$ cat src/rtl/uart_cmd_dispatcher.sv
// ----------------------------------------------------------------------------
// uart_cmd_dispatcher
//
// Purpose:
//   Decodes the DMA-fetched UART instruction word into {instr, code, data}
//   commands and queues each one in a per-channel FIFO. Every channel's FIFO
//   head is offered to its UART engine over a valid/ready handshake, so a
//   stalled engine only back-pressures commands addressed to its own channel.
//
// Ports:
//   clk, reset                 rising-edge clock, synchronous active-high reset
//   UART_ENB                   command valid (inputs sampled while high)
//   DMA_current_instruction    instruction word: ch=[28:27], op=[26:24],
//                              code=[16+CODE_W-1:16]
//   f_register_value           register operand for WRITE
//   immediate                  immediate operand for WRITEi
//   dec_ready                  dispatcher can accept the presented command
//   illegal                    one-cycle pulse after an illegal command is taken
//   ch_valid / ch_ready        per-channel head handshake
//   ch_instr / ch_code / ch_data  per-channel head fields, channel k packed at
//                              slice k (zero while the channel is empty)
//   ch_level                   per-channel occupancy, 0..DEPTH
// ----------------------------------------------------------------------------
module uart_cmd_dispatcher #(
    parameter int NUM_CH = 2,
    parameter int DATA_W = 8,
    parameter int CODE_W = 8,
    parameter int DEPTH  = 4
) (
    input  logic                                   clk,
    input  logic                                   reset,
    input  logic                                   UART_ENB,
    input  logic [31:0]                            DMA_current_instruction,
    input  logic [31:0]                            f_register_value,
    input  logic [23:0]                            immediate,
    output logic                                   dec_ready,
    output logic                                   illegal,
    output logic [NUM_CH-1:0]                      ch_valid,
    input  logic [NUM_CH-1:0]                      ch_ready,
    output logic [3*NUM_CH-1:0]                    ch_instr,
    output logic [CODE_W*NUM_CH-1:0]               ch_code,
    output logic [DATA_W*NUM_CH-1:0]               ch_data,
    output logic [NUM_CH*($clog2(DEPTH)+1)-1:0]    ch_level
);

    localparam int PTR_W = $clog2(DEPTH);
    localparam int LVL_W = PTR_W + 1;
    localparam int ENT_W = 3 + CODE_W + DATA_W;

    localparam logic [LVL_W-1:0] FULL_LVL = LVL_W'(DEPTH);
    localparam logic [2:0]       CH_LIMIT = 3'(NUM_CH);

    // Entry layout: {instr[2:0], code[CODE_W-1:0], data[DATA_W-1:0]}
    logic [ENT_W-1:0] mem_q     [NUM_CH][DEPTH];
    logic [ENT_W-1:0] mem_d     [NUM_CH][DEPTH];
    logic [PTR_W-1:0] wr_ptr_q  [NUM_CH];
    logic [PTR_W-1:0] wr_ptr_d  [NUM_CH];
    logic [PTR_W-1:0] rd_ptr_q  [NUM_CH];
    logic [PTR_W-1:0] rd_ptr_d  [NUM_CH];
    logic [LVL_W-1:0] level_q   [NUM_CH];
    logic [LVL_W-1:0] level_d   [NUM_CH];
    logic             illegal_q;
    logic             illegal_d;

    logic [2:0]       op_s;
    logic [1:0]       ch_idx_s;
    logic             enq_raw_s;
    logic             bad_op_s;
    logic             bad_ch_s;
    logic             enq_s;
    logic             illegal_cmd_s;
    logic [ENT_W-1:0] ent_s;
    logic             target_full_s;
    logic             accept_s;
    logic             unused_inputs_s;

    assign op_s     = DMA_current_instruction[26:24];
    assign ch_idx_s = DMA_current_instruction[28:27];

    // Operand bits outside the decoded fields are intentionally ignored.
    assign unused_inputs_s = ^{DMA_current_instruction, f_register_value, immediate};

    // Opcode decode into the entry that would be queued.
    always_comb begin
        enq_raw_s = 1'b0;
        bad_op_s  = 1'b0;
        ent_s     = {ENT_W{1'b0}};
        case (op_s)
            3'b000: begin
                enq_raw_s = 1'b0;
            end
            3'b001: begin
                enq_raw_s = 1'b1;
                ent_s     = {3'b001, DMA_current_instruction[16 +: CODE_W], {DATA_W{1'b0}}};
            end
            3'b010: begin
                enq_raw_s = 1'b1;
                ent_s     = {3'b010, DMA_current_instruction[16 +: CODE_W], {DATA_W{1'b0}}};
            end
            3'b011: begin
                enq_raw_s = 1'b1;
                ent_s     = {3'b011, {CODE_W{1'b0}}, immediate[DATA_W-1:0]};
            end
            3'b100: begin
                // WRITE is queued with the same engine opcode as WRITEi.
                enq_raw_s = 1'b1;
                ent_s     = {3'b011, {CODE_W{1'b0}}, f_register_value[DATA_W-1:0]};
            end
            default: begin
                bad_op_s = 1'b1;
            end
        endcase
    end

    assign bad_ch_s      = ({1'b0, ch_idx_s} >= CH_LIMIT);
    assign illegal_cmd_s = bad_op_s | bad_ch_s;
    assign enq_s         = enq_raw_s & ~bad_ch_s;

    // Fullness of the addressed channel; only a legal enqueue can be stalled.
    always_comb begin
        target_full_s = 1'b0;
        for (int k = 0; k < NUM_CH; k++) begin
            target_full_s = target_full_s |
                            ((ch_idx_s == 2'(k)) && (level_q[k] == FULL_LVL));
        end
    end

    // Readiness looks only at the registered level, so a same-cycle pop on a
    // full channel never opens the input.
    assign dec_ready = ~(enq_s & target_full_s);
    assign accept_s  = UART_ENB & dec_ready;

    // Next-state for every channel FIFO plus the illegal pulse.
    always_comb begin
        mem_d     = mem_q;
        wr_ptr_d  = wr_ptr_q;
        rd_ptr_d  = rd_ptr_q;
        level_d   = level_q;
        illegal_d = accept_s & illegal_cmd_s;
        for (int k = 0; k < NUM_CH; k++) begin
            logic push_s;
            logic pop_s;
            push_s = accept_s & enq_s & (ch_idx_s == 2'(k));
            pop_s  = (level_q[k] != {LVL_W{1'b0}}) & ch_ready[k];
            if (push_s) begin
                mem_d[k][wr_ptr_q[k]] = ent_s;
                wr_ptr_d[k]           = wr_ptr_q[k] + PTR_W'(1);
            end else begin
                wr_ptr_d[k] = wr_ptr_q[k];
            end
            if (pop_s) begin
                rd_ptr_d[k] = rd_ptr_q[k] + PTR_W'(1);
            end else begin
                rd_ptr_d[k] = rd_ptr_q[k];
            end
            case ({push_s, pop_s})
                2'b10:   level_d[k] = level_q[k] + LVL_W'(1);
                2'b01:   level_d[k] = level_q[k] - LVL_W'(1);
                default: level_d[k] = level_q[k];
            endcase
        end
    end

    // State registers; reset wins over any push or pop in the same cycle.
    always_ff @(posedge clk) begin
        if (reset) begin
            for (int k = 0; k < NUM_CH; k++) begin
                for (int e = 0; e < DEPTH; e++) begin
                    mem_q[k][e] <= {ENT_W{1'b0}};
                end
                wr_ptr_q[k] <= {PTR_W{1'b0}};
                rd_ptr_q[k] <= {PTR_W{1'b0}};
                level_q[k]  <= {LVL_W{1'b0}};
            end
            illegal_q <= 1'b0;
        end else begin
            mem_q     <= mem_d;
            wr_ptr_q  <= wr_ptr_d;
            rd_ptr_q  <= rd_ptr_d;
            level_q   <= level_d;
            illegal_q <= illegal_d;
        end
    end

    assign illegal = illegal_q;

    // Head presentation; fields are forced to zero while a channel is empty.
    always_comb begin
        ch_valid = {NUM_CH{1'b0}};
        ch_instr = {(3*NUM_CH){1'b0}};
        ch_code  = {(CODE_W*NUM_CH){1'b0}};
        ch_data  = {(DATA_W*NUM_CH){1'b0}};
        ch_level = {(NUM_CH*LVL_W){1'b0}};
        for (int k = 0; k < NUM_CH; k++) begin
            ch_level[k*LVL_W +: LVL_W] = level_q[k];
            if (level_q[k] != {LVL_W{1'b0}}) begin
                ch_valid[k]                  = 1'b1;
                ch_instr[3*k +: 3]           = mem_q[k][rd_ptr_q[k]][ENT_W-1 -: 3];
                ch_code[CODE_W*k +: CODE_W]  = mem_q[k][rd_ptr_q[k]][DATA_W +: CODE_W];
                ch_data[DATA_W*k +: DATA_W]  = mem_q[k][rd_ptr_q[k]][DATA_W-1:0];
            end else begin
                ch_valid[k] = 1'b0;
            end
        end
    end

endmodule

$ cat config.mk
export PLATFORM = sky130hd
export DESIGN_NAME = uart_cmd_dispatcher
export DESIGN_NICKNAME = d
export VERILOG_FILES = /design/src/rtl/uart_cmd_dispatcher.sv
export SDC_FILE = /design/constraint.sdc
export NUM_CORES = 1
export LEC_CHECK = 0
export CAP_MARGIN = 20
export CORE_MARGIN = 4
export CORE_UTILIZATION = 57
export CTS_CLUSTER_DIAMETER = 80
export DETAILED_ROUTE_END_ITERATION = 6
export PLACE_DENSITY = 0.86
export SLEW_MARGIN = 20
export SYNTH_ARGS = -nofsm -noshare
export SYNTH_HDL_FRONTEND = slang
export SYNTH_SLANG_ARGS = --single-unit
export TNS_END_PERCENT = 1
$ cat constraint.sdc
create_clock -name clk -period 7.8 [get_ports clk]
set_input_delay 1.56 -clock clk [delete_from_list [all_inputs] [get_ports clk]]
set_output_delay 1.56 -clock clk [all_outputs]
set_load 0.1 [all_outputs]
==> results summary <==
The sequential share of power came out at 44.6%. The post-layout worst setup margin is 1.61 ns. The HPWL after detailed placement came out at 11,600 um. The number of buffers and inverters on the critical path is 2. The initial utilization of the core area, before any placement, comes to 58.4%. The post-route standard cell area excluding fillers came out at 0.00909 mm^2.

In this run the critical register-to-register path is captured at ch_level[5]. The clock tree from TritonCTS is yes. The share of flip-flops with an asynchronous set or reset after synthesis is 0%. The total instance count after detailed placement is 927.

After synthesis, the most frequently instantiated cells are 159 x dfxtp_1, 149 x nand2_1, 147 x mux2i_1, 36 x mux4_2, 36 x nor2b_1. Using the TritonRoute via totals, the vias-per-cell ratio works out to approximately 5.7. From bottom edge to top edge, the die measures around 120 um. By instance count, the leading cell after synthesis is dfxtp_1. In this run the tightest slew margin relative to its limit is 32.5%. The total number of clock tree sinks came out at 159. The maximum number of pins on one net before global-route repair came out at 93.

The smallest clock period supported by the final layout is computed as 6.19 ns. The final number of max-transition violations is 0. Of the total power, combinational logic draws 10.3%. The power consumption is approximately 1.9 mW. At the end of routability-driven placement, the weighted congestion stood at 0.798. Dividing the detail-routed wire length by the instance count gives 18.2 um. The ratio of cells with drive above 1 in the final layout came out at 12.3%. Global routing used 22.6% of the available tracks. The DRC violation count after routing is 0. The worst hold margin is 0.453 ns. The count of final hold-check violations is 0. The total of cells resized after clock tree synthesis came out at 0. The total of warnings raised by yosys came out at 0.

The number of I/O pins is 141. The worst setup path is of the in -> out kind. The measured slew at the worst slew-check pin came out at 1.01 ns. Data on the critical path is required at its endpoint by 6.24 ns. The repair_antennas step left the layout with diodes totalling 0. The number of distinct library cells after synthesis came out at 40. The worst hold path class is reg -> reg.

After synthesis the netlist holds a flip-flop and latch count of 159. In this run the core area contains 42 standard-cell rows. Counting flops with a built-in enable in the synthesized netlist gives 0. The synthesized design spends more area on one cell type than any other, namely dfxtp_1. In this run the static leakage power is about 2.9 nW. The worst endpoint data arrival time came out at 4.63 ns. The total iterations of the first detailed-routing run is 4.

The biggest cell delay along the critical path came out at 1.13 ns. Dividing the synthesized area by the synthesized cell count gives 10.8 um^2. In the post-synthesis netlist, the biggest area contributors are dfxtp_1 41%, mux2i_1 19%, mux4_2 10%. The overall routed net length came out at 17,400 um. The start of the worst register-to-register path is ch_level[5]. Setup slack on the worst reg-to-reg path comes out at 5.04 ns. The relative area change from synthesis to final layout came out at 17.5%. Setup repair after global routing left no endpoint under its margin.

The power density over cell area came out at 204 mW/mm^2. The count of hold buffers inserted by post-cts repair came out at 0. On the final layout, the worst clock skew is 0.00551 ns. The number of global-route vias before repair was 5,811. The switching power share of the total is 24.7%. The final-report setup violation count came out at 0. The analysis attributes to net switching a power of 0.459 mW. Sequential elements use 41.1% of the synthesized area. The number of antenna violations at the first check in global routing is 0. The maximum clock insertion buffer count is 2. On the critical path, the stage with the largest delay is an instance of clkdlybuf4s50_1.

VDD sags by at most 180 uV. The number of nets still failing antenna checks after routing came out at 0. The kind of end point of the critical path is an output pin. The flow ran to the end, and the final reports show no timing, DRC or antenna violations.

The number of max-cap violations is 0. The internal power summed over all cells is 1.40 mW. In this run, CTS created clock tree buffers numbering 17. Once placement finished, the instance area stood at ~0.0085 mm^2. The post-synth design cell area is a little under 0.008 mm^2. The length in cells of the worst reg-to-reg path is 9.

The signal on the critical path passes through clkdlybuf4s50_1 > o21bai_2 > a211o_1 > clkdlybuf4s50_1. For this run, the top clock speed supported by timing is 161 MHz. The core area came out at 0.0132 mm^2. The number of H-tree levels is 4. The clock-pin slew of the registers on the worst-case setup and hold paths is roughly 0.060 ns. The portion of synthesized cell area occupied by the leading cell type is about two fifths. Once layout is complete, the utilization of the core stands at a little under 70%. The worst hold path passes through 2 cells.

The most common flop cell mapped by yosys is dfxtp_1. For hold timing, the worst endpoint is mem_q[31]. The horizontal die dimension is 125 um.

The number of buffers added for setup after CTS came out at 0. The clock tree root buffer cell is clkbuf_16. The number of vias in the routed layout is 5,487. Of all nets on the critical path, the largest fanout is 21.

The starting DRC count in detailed routing is 457. The latest clock arrival within the worst-skew pair came out at 0.42 ns. The worst slack after detailed placement is 1.63 ns.

The non-filler instance count after layout is 959. The count of port buffers added during placement is 79. For this run, the post-layout net count is 875. The full die area is 0.0155 mm^2. The worst setup path is launched from an input pin.

The clock network fraction of design power came out at 45.1%. In this design, the critical path's most frequently occurring cell is clkdlybuf4s50_1. The remaining global-route overflow came out at 0.

The setup total negative slack is 0 ns. The worst path uses 79.4% of the clock period. The number of filler cells placed in the layout is 965. The kind of cell with the highest combined delay along the critical path is buffers and inverters. The wire length of the first global-routing pass came out at roughly 28,000 um. The instance count of the mapped netlist is 717. The worst hold path begins at mem_q[31].
[worst max path at each step]
stage                                      from         end  cells after the start
detailed placement  DMA_current_instruction[25]   dec_ready                      4
global route        DMA_current_instruction[25]   dec_ready                      4
CTS                 DMA_current_instruction[25]   dec_ready                      4
finish              DMA_current_instruction[25]   dec_ready                      4
floorplan                           ch_level[0]  ch_code[1]                      3
global placement    DMA_current_instruction[25]   dec_ready                      4
[cell type report]
| type | instances | area (um^2) | share of cell area [%] |
|---|---|---|---|
| timing repair buffer | 91 | 881 | 9.69 |
| inverter | 17 | 66.3 | 0.730 |
| multi-input combinational | 484 | 4140 | 45.5 |
| sequential | 159 | 3180 | 35.0 |
| tap | 176 | 220 | 2.42 |
| clock inverter | 11 | 138 | 1.51 |
| clock buffer | 21 | 460 | 5.07 |
[power by group through the flow]
stage / clock network (mW) / registers [mW] / logic [mW]
CTS: 0.848 / 0.827 / 0.191
floorplan: 0 / 0.861 / 0.122
global placement: 0 / 0.845 / 0.185
detailed placement: 0 / 0.845 / 0.190
global route: 0.884 / 0.829 / 0.204
finish: 0.838 / 0.828 / 0.191
[cells by family after synthesis]
logic type,Yosys count,share of synthesized area (%)
and+or+nand+nor,242,15.2
muxes,185,29.8
DFF,159,41.1
buffers and inverters,75,5.90
AOI/OAI and AO/OA,34,4.79
adders and majority gates,12,2.13
xor gates and xnor gates,9,1.02
other,1,0.0485
[per-layer routing]
metal / share of wire, % / up-vias / track usage, %
li1: - / 2594 / -
met1: 41 / 2712 / 27.3
met2: 52 / 155 / 39.6
met3: 5.3 / 26 / 4.85
met4: 1.8 / 0 / 8.51
met5: 0 / - / 0
[state kept, by name, indices dropped and copies added (netlist names)]
register / count
ch_level: 6
mem_q: 144
illegal: 1
rd_ptr_q: 4
wr_ptr_q: 4
[worst min-delay path: stages (launching register included)]
cell	delay [ns]
dfxtp_1	0.30
nand2_1	0.05
mux2i_1	0.05
[cells in the final DEF, fill, tap and decap left out, types with 2 or more instances in the layout]
cell type	n
mux4_2	36
clkinv_2	6
mux2i_1	147
inv_1	16
nor2b_1	36
nor2_1	15
and4b_1	8
nand2b_1	3
clkbuf_8	2
o31ai_1	2
clkbuf_16	17
xor2_1	9
dfxtp_1	158
clkbuf_1	2
a2111oi_2	3
o21ai_1	8
nand3_1	12
or3_1	2
nor4bb_1	8
conb_1	2
ha_1	10
nand3b_1	4
nand2_1	149
fa_1	2
o311ai_0	2
clkdlybuf4s50_1	79
buf_4	12
mux2_1	2
a21oi_1	4
bufinv_16	3
o21ai_0	2
a2111oi_4	7
a21o_1	2
Power figures use the tool's default switching activity.
